### config.mk
export PLATFORM = sky130hd
export DESIGN_NAME = id_ex_stage
export DESIGN_NICKNAME = d
export VERILOG_FILES = /design/src/rtl/tinycpu_pkg.sv /design/src/rtl/id_ex_stage_fwd_mux.sv /design/src/rtl/id_ex_stage.sv
export SDC_FILE = /design/constraint.sdc
export NUM_CORES = 1
export LEC_CHECK = 0
export BUFFER_PORTS_ARGS = -buffer_cell sky130_fd_sc_hd__buf_2
export CAP_MARGIN = 20
export CORE_AREA = 4 4 132 134
export CTS_CLUSTER_DIAMETER = 40
export DETAILED_ROUTE_END_ITERATION = 10
export DIE_AREA = 0 0 136 138
export GPL_TIMING_DRIVEN = 0
export PLACE_DENSITY_LB_ADDON = 0.15
export SYNTH_ARGS = -nofsm -noshare
export SYNTH_HDL_FRONTEND = slang
export SYNTH_SLANG_ARGS = --single-unit
### constraint.sdc
create_clock -name clk -period 1.9 [get_ports clk]
set_input_delay 0.38 -clock clk [delete_from_list [all_inputs] [get_ports clk]]
set_output_delay 0.38 -clock clk [all_outputs]
set_load 0.05 [all_outputs]
### src/rtl/tinycpu_pkg.sv
// tinyCPU shared definitions: datapath widths, ALU op codes and the
// payload held by the decode-to-execute pipeline register.
package tinycpu_pkg;

    localparam int XLEN   = 32;
    localparam int REG_AW = 5;

    localparam logic [4:0] ALU_NOP = 5'b00000;
    localparam logic [4:0] ALU_AND = 5'b00001;
    localparam logic [4:0] ALU_OR  = 5'b00010;
    localparam logic [4:0] ALU_ADD = 5'b00011;
    localparam logic [4:0] ALU_SUB = 5'b00100;
    localparam logic [4:0] ALU_XOR = 5'b00101;
    localparam logic [4:0] ALU_SLL = 5'b00110;
    localparam logic [4:0] ALU_SRL = 5'b00111;
    localparam logic [4:0] ALU_SLT = 5'b01000;

    // Everything the ID/EX register keeps for one instruction. The source
    // addresses and use_imm stay around so a stalled instruction can keep
    // picking up forwarded results while it waits.
    typedef struct packed {
        logic [XLEN-1:0]   pc;
        logic [4:0]        alu_op;
        logic [REG_AW-1:0] rd;
        logic              reg_write;
        logic [REG_AW-1:0] rs1;
        logic [REG_AW-1:0] rs2;
        logic              use_imm;
        logic [XLEN-1:0]   op_a;
        logic [XLEN-1:0]   op_b;
    } id_ex_payload_t;

endpackage

### src/rtl/id_ex_stage_fwd_mux.sv
// Single-operand forward select: MEM result beats WB result beats the
// stored operand. Register x0 and immediate operands are never forwarded.
module fwd_mux
    import tinycpu_pkg::*;
(
    input  logic [REG_AW-1:0] src,
    input  logic              use_imm,
    input  logic [XLEN-1:0]   stored,
    input  logic              mem_we,
    input  logic [REG_AW-1:0] mem_rd,
    input  logic [XLEN-1:0]   mem_data,
    input  logic              wb_we,
    input  logic [REG_AW-1:0] wb_rd,
    input  logic [XLEN-1:0]   wb_data,
    output logic [XLEN-1:0]   operand
);

    logic src_fwdable;
    logic mem_hit;
    logic wb_hit;

    assign src_fwdable = (src != '0) && !use_imm;
    assign mem_hit     = src_fwdable && mem_we && (mem_rd == src);
    assign wb_hit      = src_fwdable && wb_we && (wb_rd == src);

    // Priority select, youngest producer first
    always_comb begin
        operand = stored;
        if (mem_hit) begin
            operand = mem_data;
        end else if (wb_hit) begin
            operand = wb_data;
        end
    end

endmodule

### src/rtl/id_ex_stage.sv
// tinyCPU decode-to-execute pipeline register with valid/ready handshake,
// branch flush and MEM/WB operand forwarding.
// Optional feature macro: TINYCPU_FWD_EN (forwarding and stall refresh).
// Without it the operands come straight from the register and the decode
// stage is expected to interlock on RAW hazards.
module id_ex_stage
    import tinycpu_pkg::*;
(
    input  logic                   clk,
    input  logic                   rst_n,
    input  logic                   flush,
    input  logic                   id_valid,
    output logic                   id_ready,
    input  logic [XLEN-1:0]        id_pc,
    input  logic [REG_AW-1:0]      id_rs1_addr,
    input  logic [REG_AW-1:0]      id_rs2_addr,
    input  logic [XLEN-1:0]        id_rs1_data,
    input  logic [XLEN-1:0]        id_rs2_data,
    input  logic [XLEN-1:0]        id_imm,
    input  logic                   id_use_imm,
    input  logic [4:0]             id_alu_op,
    input  logic [REG_AW-1:0]      id_rd_addr,
    input  logic                   id_reg_write,
    input  logic                   mem_fwd_we,
    input  logic [REG_AW-1:0]      mem_fwd_rd,
    input  logic [XLEN-1:0]        mem_fwd_data,
    input  logic                   wb_fwd_we,
    input  logic [REG_AW-1:0]      wb_fwd_rd,
    input  logic [XLEN-1:0]        wb_fwd_data,
    output logic                   ex_valid,
    input  logic                   ex_ready,
    output logic [XLEN-1:0]        ex_pc,
    output logic signed [XLEN-1:0] ex_operand_a,
    output logic signed [XLEN-1:0] ex_operand_b,
    output logic [4:0]             ex_alu_op,
    output logic [REG_AW-1:0]      ex_rd_addr,
    output logic                   ex_reg_write
);

    id_ex_payload_t stage_q;
    id_ex_payload_t stage_d;
    logic           valid_q;
    logic           valid_d;
    logic           capture;
    logic           hold;
    logic [XLEN-1:0] fwd_a;
    logic [XLEN-1:0] fwd_b;

    assign id_ready = !valid_q || ex_ready;
    assign capture  = id_valid && id_ready && !flush;
    assign hold     = valid_q && !ex_ready;

`ifdef TINYCPU_FWD_EN
    fwd_mux u_fwd_a (
        .src      (stage_q.rs1),
        .use_imm  (1'b0),
        .stored   (stage_q.op_a),
        .mem_we   (mem_fwd_we),
        .mem_rd   (mem_fwd_rd),
        .mem_data (mem_fwd_data),
        .wb_we    (wb_fwd_we),
        .wb_rd    (wb_fwd_rd),
        .wb_data  (wb_fwd_data),
        .operand  (fwd_a)
    );

    fwd_mux u_fwd_b (
        .src      (stage_q.rs2),
        .use_imm  (stage_q.use_imm),
        .stored   (stage_q.op_b),
        .mem_we   (mem_fwd_we),
        .mem_rd   (mem_fwd_rd),
        .mem_data (mem_fwd_data),
        .wb_we    (wb_fwd_we),
        .wb_rd    (wb_fwd_rd),
        .wb_data  (wb_fwd_data),
        .operand  (fwd_b)
    );
`else
    logic unused_fwd;

    assign fwd_a      = stage_q.op_a;
    assign fwd_b      = stage_q.op_b;
    assign unused_fwd = ^{mem_fwd_we, mem_fwd_rd, mem_fwd_data,
                          wb_fwd_we, wb_fwd_rd, wb_fwd_data,
                          stage_q.rs1, stage_q.rs2, stage_q.use_imm};
`endif

    // Next payload: load a new instruction, or refresh operands of a
    // stalled one, and drop the write enable once the slot empties
    always_comb begin
        stage_d = stage_q;
        if (capture) begin
            stage_d.pc        = id_pc;
            stage_d.alu_op    = id_alu_op;
            stage_d.rd        = id_rd_addr;
            stage_d.reg_write = id_reg_write;
            stage_d.rs1       = id_rs1_addr;
            stage_d.rs2       = id_rs2_addr;
            stage_d.use_imm   = id_use_imm;
            stage_d.op_a      = id_rs1_data;
            stage_d.op_b      = id_use_imm ? id_imm : id_rs2_data;
        end else begin
            if (hold) begin
                stage_d.op_a = fwd_a;
                stage_d.op_b = fwd_b;
            end
            if (flush || ex_ready) begin
                stage_d.reg_write = 1'b0;
            end
        end
    end

    // Slot occupancy: flush kills, capture fills, consume empties
    always_comb begin
        valid_d = valid_q;
        if (flush) begin
            valid_d = 1'b0;
        end else if (capture) begin
            valid_d = 1'b1;
        end else if (ex_ready) begin
            valid_d = 1'b0;
        end
    end

    // Pipeline register
    always_ff @(posedge clk or negedge rst_n) begin
        if (!rst_n) begin
            stage_q <= '0;
            valid_q <= 1'b0;
        end else begin
            stage_q <= stage_d;
            valid_q <= valid_d;
        end
    end

    assign ex_valid     = valid_q;
    assign ex_pc        = stage_q.pc;
    assign ex_operand_a = fwd_a;
    assign ex_operand_b = fwd_b;
    assign ex_alu_op    = stage_q.alu_op;
    assign ex_rd_addr   = stage_q.rd;
    assign ex_reg_write = stage_q.reg_write;

endmodule

==> results of run 1 <==
==> layer usage <==
layer	vias up	global-route usage, %
li1	1485	-
met1	1523	13.8
met2	127	20.8
met4	0	5.99
met3	22	3.67
met5	-	0
==> power breakdown <==
group / internal [W] / total (W) / switching, W
combinational: 0.000853 / 0.00280 / 0.00194
clock: 0.00104 / 0.00193 / 0.000887
sequential: 0.00270 / 0.00289 / 0.000189
==> synthesized netlist by cell type <==
cell        n
nor2_1      2
buf_4       7
mux2_2    104
mux2_1      5
nor3b_2     1
buf_2       3
inv_1       1
dfrtp_1   108
clkbuf_1    1
mux2_4     30
nor3b_1     1
buf_12      4
buf_6       1
nor2b_2     1
==> critical path: stages (launching register included) <==
cell,delay (ns)
dfrtp_1,0.37
nor2b_2,0.17
nor3b_2,0.17
buf_6,0.18
buf_12,0.15
buf_12,0.15
mux2_4,0.30
==> placed cells by master (no fill, tap or decap) <==
cell type   synthesis  final
buf_2               3    254
dfrtp_1           108    108
mux2_2            104    104
mux2_4             30     30
clkbuf_16           0      9
buf_4               7      8
mux2_1              5      5
buf_12              4      4
nor2_1              2      2
clkinv_4            0      2
clkinvlp_4          0      2
nor2b_2             1      1
inv_1               1      1
nor3b_2             1      1
buf_6               1      1
clkbuf_1            1      1
nor3b_1             1      1
bufinv_16           0      1
inv_6               0      1
inv_8               0      1
buf_16              0      1
==> metrics by stage <==
stage / utilization (%) / setup TNS, ns / hold WS [ns] / instance area [um2] / instances
3_5_place_dp: 37.8 / 0 / 0.489 / 6150 / 742
3_3_place_gp: 37.6 / -89.12 / 0.486 / 6120 / 741
2_1_floorplan: - / 0 / 0.0844 / 4580 / 269
5_1_grt: 39.6 / 0 / 0.163 / 6460 / 758
6_report: 39.6 / 0 / 0.111 / 6460 / 758
4_1_cts: 39.6 / 0 / 0.130 / 6460 / 758
==> registers in the layout, indices dropped and copies added (netlist names) <==
register / flops
ex_rd_addr: 5
ex_alu_op: 5
ex_operand_a: 32
ex_operand_b: 32
ex_valid: 1
ex_reg_write: 1
ex_pc: 32
==> logic make-up (layout without fill, tap and decap cells) <==
family        count (synthesis)  in the layout  share of synthesized area (%)
mux                         139            139                           36.6
flops                       108            108                           59.0
buf+inv                      17            286                           3.63
simple gates                  5              5                          0.792
==> worst paths after layout <==
| kind | from | endpoint | slack (ns) | depth (start not counted) |
|---|---|---|---|---|
| min in group clk | flush | ex_valid | 0.22 | 2 |
| setup / recovery | ex_valid | ex_operand_a[10] | 0.27 | 6 |
| max in group asynchronous | rst_n | ex_operand_b[8] | 1.05 | 2 |
| setup reg to reg | ex_valid | ex_operand_a[10] | 0.27 | 6 |
| hold / removal | rst_n | ex_operand_a[4] | 0.11 | 1 |
| hold reg to reg | ex_operand_a[22] | ex_operand_a[22] | 0.50 | 1 |
==> area by class of cell <==
cell class	instances	area share (%)
well taps	220	4.26
repair buffers	253	20.0
clock buffers	9	3.49
multi-input cells	144	26.5
flip-flops and latches	108	41.9
clock inverters	7	1.28
inverters	1	0.0581
plain buffers	16	2.52
==> metrics.md, run 1 <==
| Metric | Value |
|---|---|
| Outcome | `completed` |
| First-pass iteration count of the detailed router | `4` |
| Share of cells above drive strength 1 | `78.1%` |
| Routed len/inst | `around 15 um` |
| Share of the synthesized area in the top cell type | `59.0%` |
| Initial core utilization | `28.1%` |
| Slew of the pin with the lowest slew margin | `0.813 ns` |
| Worst path required time | `2.13 ns` |
| DRC Markers | `0` |
| First-pass GRT wire length | `approximately 18000 um` |
| CTS Buf Count | `9` |
| Post-synthesis sequential area ratio | `59.0%` |
| Post-cts sizing count | `0` |
| Fin worst setup slack | `0.268 ns` |
| Synthesis-to-layout area growth | `40.9%` |
| # diodes | `0` |
| Element type at the critical path end | `flop` |
| Total Wirelength | `11500 um` |
| Layout Nets | `between 700 and 800` |
| Met1 Routed Length | `4250 um` |
| Syn_nets | `500` |
| Final hold vios | `0` |
| Die span in x | `136 um` |
| Post-Place Setup Slack | `approximately 0.25 ns` |
| Synth Register Bits | `between 100 and 150` |
| Startpoint types | `flop` |
| Hold Buf Count CTS | `0` |
| Post-synthesis cell type count | `14` |
| Clk_skew | `0.00977 ns` |
| Via count of the routed design | `3157` |
| Pwr/cell area | `1180 nW/um2` |
| Max rail drop VDD | `0.508 mV` |
| Vias in the first global route | `3385` |
| Reg area | `2700 um2` |
| Overflow after GRT | `0` |
| Total track usage | `about an eighth` |
| Tmin final | `1.63 ns` |
| GPL Wtd Cong | `0.706` |
| Yosys top cell by area | `dfrtp_1` |
| Core ar. | `16300 um2` |
| Mapped Cells | `roughly 270` |
| # fillers | `1619` |
| Root buffer cell | `clkbuf_16` |
| Period utilization | `85.9%` |
| CP max FO | `10` |
| Hold crit path type | `primary input to asynchronous set/reset pin` |
| Clk_lat worst skew | `0.35 ns` |
| Reg clk slew, reported paths | `0.08 ns` |
| First-iteration detailed-routing DRC count | `79` |
| I/O pin cnt | `340` |
| CTS max path bufs | `2` |
| Tot Pwr | `0.00761 W` |
| Post-CTS Setup Repair Bufs | `0` |
| Total die area | `18800 um2` |
| Hpwl dp | `9050 um` |
| Met3 WL | `936 um` |
| Die Height | `between 100 and 150 um` |
| Max cap viols | `0` |
| Initial antenna violation count | `0` |
| Syn Area/Cell | `17.0 um2` |
| Area occupied by multi-input gates | `1710 um2` |
| Yosys warns | `0` |
| Worst EP arrival | `about 1.9 ns` |
| CTS Sinks | `108` |
| Final count of pins violating max slew | `0` |
| Crit Path Class | `flop to flop` |
| CTS tree | `done` |
| Relative slew slack | `45.8%` |
| DR vias/cell | `4.16` |
| Final Setup Violations | `0` |
| Leakage power | `about 3.2 nW` |
| Max Fclk | `613 MHz` |
| Port bufs | `roughly 250` |
| Area contributors post-synth | `dfrtp_1 59%, mux2_2 26%, mux2_4 9.8%` |
| RSZ-0062 raised after global routing | `false` |
| Htree depth | `3` |
| Met2 wire len | `5960 um` |
| Post-DRT Antenna Nets | `0` |
| Mapped cell area | `approximately 4600 um2` |
| Largest net degree at the start of global routing | `62` |
| DR top layer | `met4` |
| Site Rows | `47` |
Note: power is estimated with default switching activity, not from simulation.
==> inputs of run 2 (changes only) <==
==> constraint.sdc (replaced) <==
create_clock -name clk -period 1.9 [get_ports clk]
set_input_delay 0 -clock clk [delete_from_list [all_inputs] [get_ports clk]]
set_output_delay 0 -clock clk [all_outputs]
set_load 0.05 [all_outputs]
==> run 2 against run 1 <==
Against the previous run:
- first-iteration DRC count grew 6.3%
- worst setup slack worse by 0.00050 ns
- sequential cell count unchanged
- global-route usage rose by 1.3 points
==> metrics.md, run 2 (same netlist as run 1, synthesis figures left out) <==
| Metric | Value |
|---|---|
| Worst path required time | `2.13 ns` |
| Final count of pins violating max slew | `0` |
| Leakage power | `3.64 nW` |
| Die span in x | `136 um` |
| Max Fclk | `approximately 610 MHz` |
| DRC Markers | `0` |
| Hpwl dp | `9050 um` |
| Hold path depth | `3` |
| Critical R2R Launch | `ex_valid` |
| Largest stage delay on the critical path | `0.37 ns` |
| Initial core utilization | `roughly 28%` |
| Largest net degree at the start of global routing | `62` |
| Vias in the first global route | `3976` |
| Final hold vios | `0` |
| Crit path top cell by count | `buf_12` |
| Final setup TNS | `0 ns` |
| Share of cells above drive strength 1 | `64.6%` |
| CTS tree | `done` |
| CTS Buf Count | `9` |
| Overflow after GRT | `0` |
| Pwr/cell area | `1030 nW/um2` |
| Startpoint types | `flop` |
| # fillers | `1515` |
| Commonest non-fill, non-tap cell in the layout | `buf_2` |
| FF-to-FF End | `ex_operand_a[10]` |
| Initial antenna violation count | `0` |
| Reg-to-reg slack, setup | `0.27 ns` |
| Total Wirelength | `12800 um` |
| Core ar. | `16300 um2` |
| Worst path cell trace | `nor2b_2 -> nor3b_2 -> buf_6 -> buf_12 -> buf_12 -> mux2_4` |
| Synthesis-to-layout area growth | `65.4%` |
| Hold crit path type | `primary input to flop` |
| Root buffer cell | `clkbuf_16` |
| Sw Pwr | `0.00307 W` |
| I/O pin cnt | `340` |
| Slew of the pin with the lowest slew margin | `0.810 ns` |
| Post-cts sizing count | `0` |
| Total track usage | `13.5%` |
| Most frequent cells in the layout | `254 x buf_2, 112 x dlygate4sd3_1, 108 x dfrtp_1` |
| Relative slew slack | `between 40% and 50%` |
| Total die area | `18800 um2` |
| Site Rows | `between 40 and 50` |
| Final Setup Violations | `0` |
| Max rail drop VDD | `0.498 mV` |
| Delay-heaviest family, CP | `buffers and inverters` |
| Die Height | `138 um` |
| Htree depth | `3` |
| First-iteration detailed-routing DRC count | `84` |
| R2R cell count | `6` |
| CP max-delay cell | `dfrtp_1` |
| First-pass iteration count of the detailed router | `4` |
| First-pass GRT wire length | `20200 um` |
| Layout Nets | `876` |
| Post-DRT Antenna Nets | `0` |
| Cell Int Power | `roughly 0.0048 W` |
| Final Core Density | `46.5%` |
| Clk_skew | `0.0124 ns` |
| Port bufs | `252` |
| Net Sw Frac | `between 30% and 40%` |
| CP max FO | `10` |
| Outcome | `completed` |
| Worst EP arrival | `1.86 ns` |
| GPL Wtd Cong | `0.706` |
| Combinational cell fraction of total power | `roughly two fifths` |
| # diodes | `0` |
| Reg clk slew, reported paths | `0.08 ns` |
| Routed len/inst | `14.7 um` |
| RSZ-0062 raised after global routing | `false` |
| DR vias/cell | `4.16` |
| CTS max path bufs | `2` |
| Worst min-delay path endpoint | `ex_operand_b[25]` |
| Crit Path Class | `flop to flop` |
| Period utilization | `85.9%` |
| Via count of the routed design | `3619` |
| Clock power share | `24.7%` |
| Critical path buffers and inverters | `3` |
| Hold path start | `id_imm[25]` |
| CTS Sinks | `around 110` |
| Tmin final | `1.63 ns` |
| Clk_lat worst skew | `0.35 ns` |
| Register share of total power | `between 30% and 40%` |
| Max cap viols | `0` |
| Element type at the critical path end | `flop` |
## run 2: repair_timing
action,in CTS,in global routing
setup endpoints to repair,0,0
hold endpoints to repair,153,0
hold buffers,112,0
buffers inserted,0,0
## run 2: worst max path at each step
| stage | slack (ns) | depth (start not counted) | end | from |
|---|---|---|---|---|
| floorplan | 0.12 | 6 | ex_operand_a[0] | ex_valid |
| global placement | -0.45 | 1 | ex_pc[11] | rst_n |
| detailed placement | 0.26 | 6 | ex_pc[25] | ex_valid |
| CTS | 0.24 | 6 | ex_operand_a[10] | ex_valid |
| global route | 0.19 | 5 | ex_pc[31] | ex_valid |
| finish | 0.27 | 6 | ex_operand_a[10] | ex_valid |
## run 2: power by group through the flow
stage	Clock [W]	Sequential (W)	Combinational, W
2_1_floorplan	0	0.00439	0.000598
3_3_place_gp	0	0.00292	0.00281
3_5_place_dp	0	0.00294	0.00284
4_1_cts	0.00204	0.00290	0.00303
5_1_grt	0.00213	0.00295	0.00314
6_report	0.00193	0.00289	0.00300
## run 2: through the flow
stage	instance area [um2]	setup WS [ns]	cells	hold WS (ns)	total power, W
6_report	7580	0.268	870	0.0237	0.00783
2_1_floorplan	4580	0.119	269	-0.296	0.00499
4_1_cts	7580	0.240	870	0.000146	0.00797
3_3_place_gp	6120	-0.455	741	0.196	0.00573
3_5_place_dp	6150	0.261	742	0.145	0.00577
5_1_grt	7580	0.187	870	0.00641	0.00821
## run 2: layer usage
layer	up-vias	share of wire (%)	track usage (%)
met5	-	0	0
met4	0	3.1	6.21
met3	24	5.9	3.23
met2	129	53	24.1
met1	1759	38	15.1
li1	1707	-	-
## run 2: worst min-delay path, delay by kind of cell
kind | cells | cell delay, ns
mux | 2 | 0.26
buf+inv | 1 | 0.07
## run 2: final cells by class
| type | count | area [um2] | area share, % |
|---|---|---|---|
| well taps | 220 | 275 | 3.63 |
| multi-input cells | 144 | 1710 | 22.6 |
| inverters | 1 | 3.75 | 0.0495 |
| plain buffers | 16 | 163 | 2.15 |
| repair buffers | 365 | 2410 | 31.8 |
| flip-flops and latches | 108 | 2700 | 35.7 |
| clock inverters | 7 | 82.6 | 1.09 |
| clock buffers | 9 | 225 | 2.97 |
==> inputs of run 3 (changes only) <==
Settings changed: RECOVER_POWER set to 25.
==> run 3 against run 2 <==
Against the previous run:
- first-iteration DRC count shrank 3.6%
- register-to-register slack is essentially flat
- worst setup slack is essentially flat
- clock power is essentially flat
- largest cell class unchanged
- highest routed layer unchanged
==> metrics.md, run 3 (same netlist as run 1, synthesis figures left out) <==
| Metric | Value |
|---|---|
| First-iteration detailed-routing DRC count | `81` |
| Worst path cell trace | `nor2b_2 -> nor3b_2 -> buf_6 -> buf_12 -> buf_12 -> mux2_4` |
| Leakage power | `3.58 nW` |
| Clk_lat worst skew | `about 0.35 ns` |
| Delay-heaviest family, CP | `buffers and inverters` |
| Site Rows | `47` |
| Pwr/cell area | `1030 nW/um2` |
| R2R cell count | `6` |
| Period utilization | `85.9%` |
| Vias in the first global route | `3976` |
| Final Core Density | `46.3%` |
| Reg clk slew, reported paths | `0.08 ns` |
| I/O pin cnt | `340` |
| Hold Buf Count CTS | `112` |
| Total track usage | `13.5%` |
| First-pass GRT wire length | `between 20000 and 25000 um` |
| Initial antenna violation count | `0` |
| Clk_skew | `0.0124 ns` |
| Total die area | `18800 um2` |
| Tmin final | `1.63 ns` |
| Cell Area, Placed | `6150 um2` |
| Final hold vios | `0` |
| CP max-delay cell | `dfrtp_1` |
| # diodes | `0` |
| CTS tree | `done` |
| Hold path depth | `3` |
| Final count of pins violating max slew | `0` |
| Die span in x | `136 um` |
| Core ar. | `16300 um2` |
| CTS Sinks | `108` |
| Worst min-delay path endpoint | `ex_operand_b[25]` |
| FF-to-FF End | `ex_operand_a[10]` |
| Post-DRT Antenna Nets | `0` |
| Root buffer cell | `clkbuf_16` |
| CP max FO | `10` |
| First-pass iteration count of the detailed router | `4` |
| Share of cells above drive strength 1 | `61.4%` |
| Max rail drop VDD | `0.498 mV` |
| RSZ-0062 raised after global routing | `false` |
| Synthesis-to-layout area growth | `64.7%` |
| CTS max path bufs | `2` |
| Hold crit path type | `primary input to flop` |
| Worst path required time | `2.13 ns` |
| Reg-to-reg slack, setup | `0.27 ns` |
| Critical path buffers and inverters | `3` |
| Overflow after GRT | `0` |
| Critical R2R Launch | `ex_valid` |
| Routed len/inst | `14.7 um` |
| Via count of the routed design | `roughly 3600` |
| Largest net degree at the start of global routing | `62` |
| Slew of the pin with the lowest slew margin | `1.42 ns` |
| Htree depth | `3` |
| Outcome | `completed` |
| Crit path top cell by count | `buf_12` |
| Relative slew slack | `5.56%` |
| DRC Markers | `0` |
| Design area | `7550 um2` |
| Startpoint types | `flop` |
| Crit Path Class | `flop to flop` |
| Final Setup Violations | `0` |
| Total Wirelength | `between 10000 and 15000 um` |
| Die Height | `138 um` |
| DR vias/cell | `4.16` |
| Hpwl dp | `approximately 9100 um` |
| Initial core utilization | `28.1%` |
| Largest stage delay on the critical path | `roughly 0.37 ns` |
| Max cap viols | `0` |
| Worst EP arrival | `about 1.9 ns` |
| Max Fclk | `613 MHz` |
| Layout Nets | `between 800 and 900` |
| Element type at the critical path end | `flop` |
| CTS Buf Count | `9` |
| # fillers | `between 1500 and 2000` |
| GPL Wtd Cong | `0.706` |
| Commonest non-fill, non-tap cell in the layout | `buf_2` |
| Hold path start | `id_imm[25]` |
| Post-cts sizing count | `0` |
| Post-CTS Setup Repair Bufs | `0` |
| Port bufs | `252` |
| Most frequent cells in the layout | `234 x buf_2, 112 x dlygate4sd3_1, 108 x dfrtp_1` |
-- run 3: cell count changes in the layout (fill, tap and decap cells not counted) --
cell | before | now
buf_4 | 8 | 7
buf_2 | 254 | 234
clkbuf_1 | 1 | 22
-- run 3: metrics by stage --
step	TNS (ns)	hold WS [ns]	setup WS (ns)	std cells	total power, W
4_1_cts	0	0.000146	0.240	870	0.00797
3_3_place_gp	-48.08	0.196	-0.455	741	0.00573
2_1_floorplan	0	-0.296	0.119	269	0.00499
5_1_grt	0	0.00641	0.171	870	0.00819
3_5_place_dp	0	0.145	0.261	742	0.00577
6_report	0	0.0239	0.268	870	0.00781
-- run 3: cell type report --
type	instances	area (um2)	share of cell area (%)
sequential	108	2700	35.8
timing repair buffer	365	2380	31.6
multi-input combinational	144	1710	22.7
tap	220	275	3.65
clock buffer	9	225	2.98
buffer	16	163	2.15
clock inverter	7	82.6	1.09
inverter	1	3.75	0.0497
-- run 3: worst register-to-register path, delay by kind of cell, from the launching register on --
family,cells,cell delay [ns]
buf+inv,3,0.49
flops,1,0.37
simple gates,2,0.34
mux,1,0.30
-- run 3: how the worst max path moves through the flow --
stage,startpoint,to,slack [ns],cells after the start
floorplan,ex_valid,ex_operand_a[0],0.12,6
global placement,rst_n,ex_pc[11],-0.45,1
detailed placement,ex_valid,ex_pc[25],0.26,6
CTS,ex_valid,ex_operand_a[10],0.24,6
global route,rst_n,ex_pc[31],0.17,3
finish,ex_valid,ex_operand_a[10],0.27,6
-- run 3: power breakdown --
group	total (W)	switching (W)	internal [W]
clock network	0.00193	0.000892	0.00104
registers	0.00290	0.000195	0.00270
logic	0.00298	0.00199	0.000990
-- run 3: metal layers --
layer,track usage [%],up-vias,routed length [um]
met4,6.21,0,401
met1,15.1,1757,4840
met2,24.1,129,6820
met5,0,-,0
li1,-,1707,-
met3,3.23,24,748
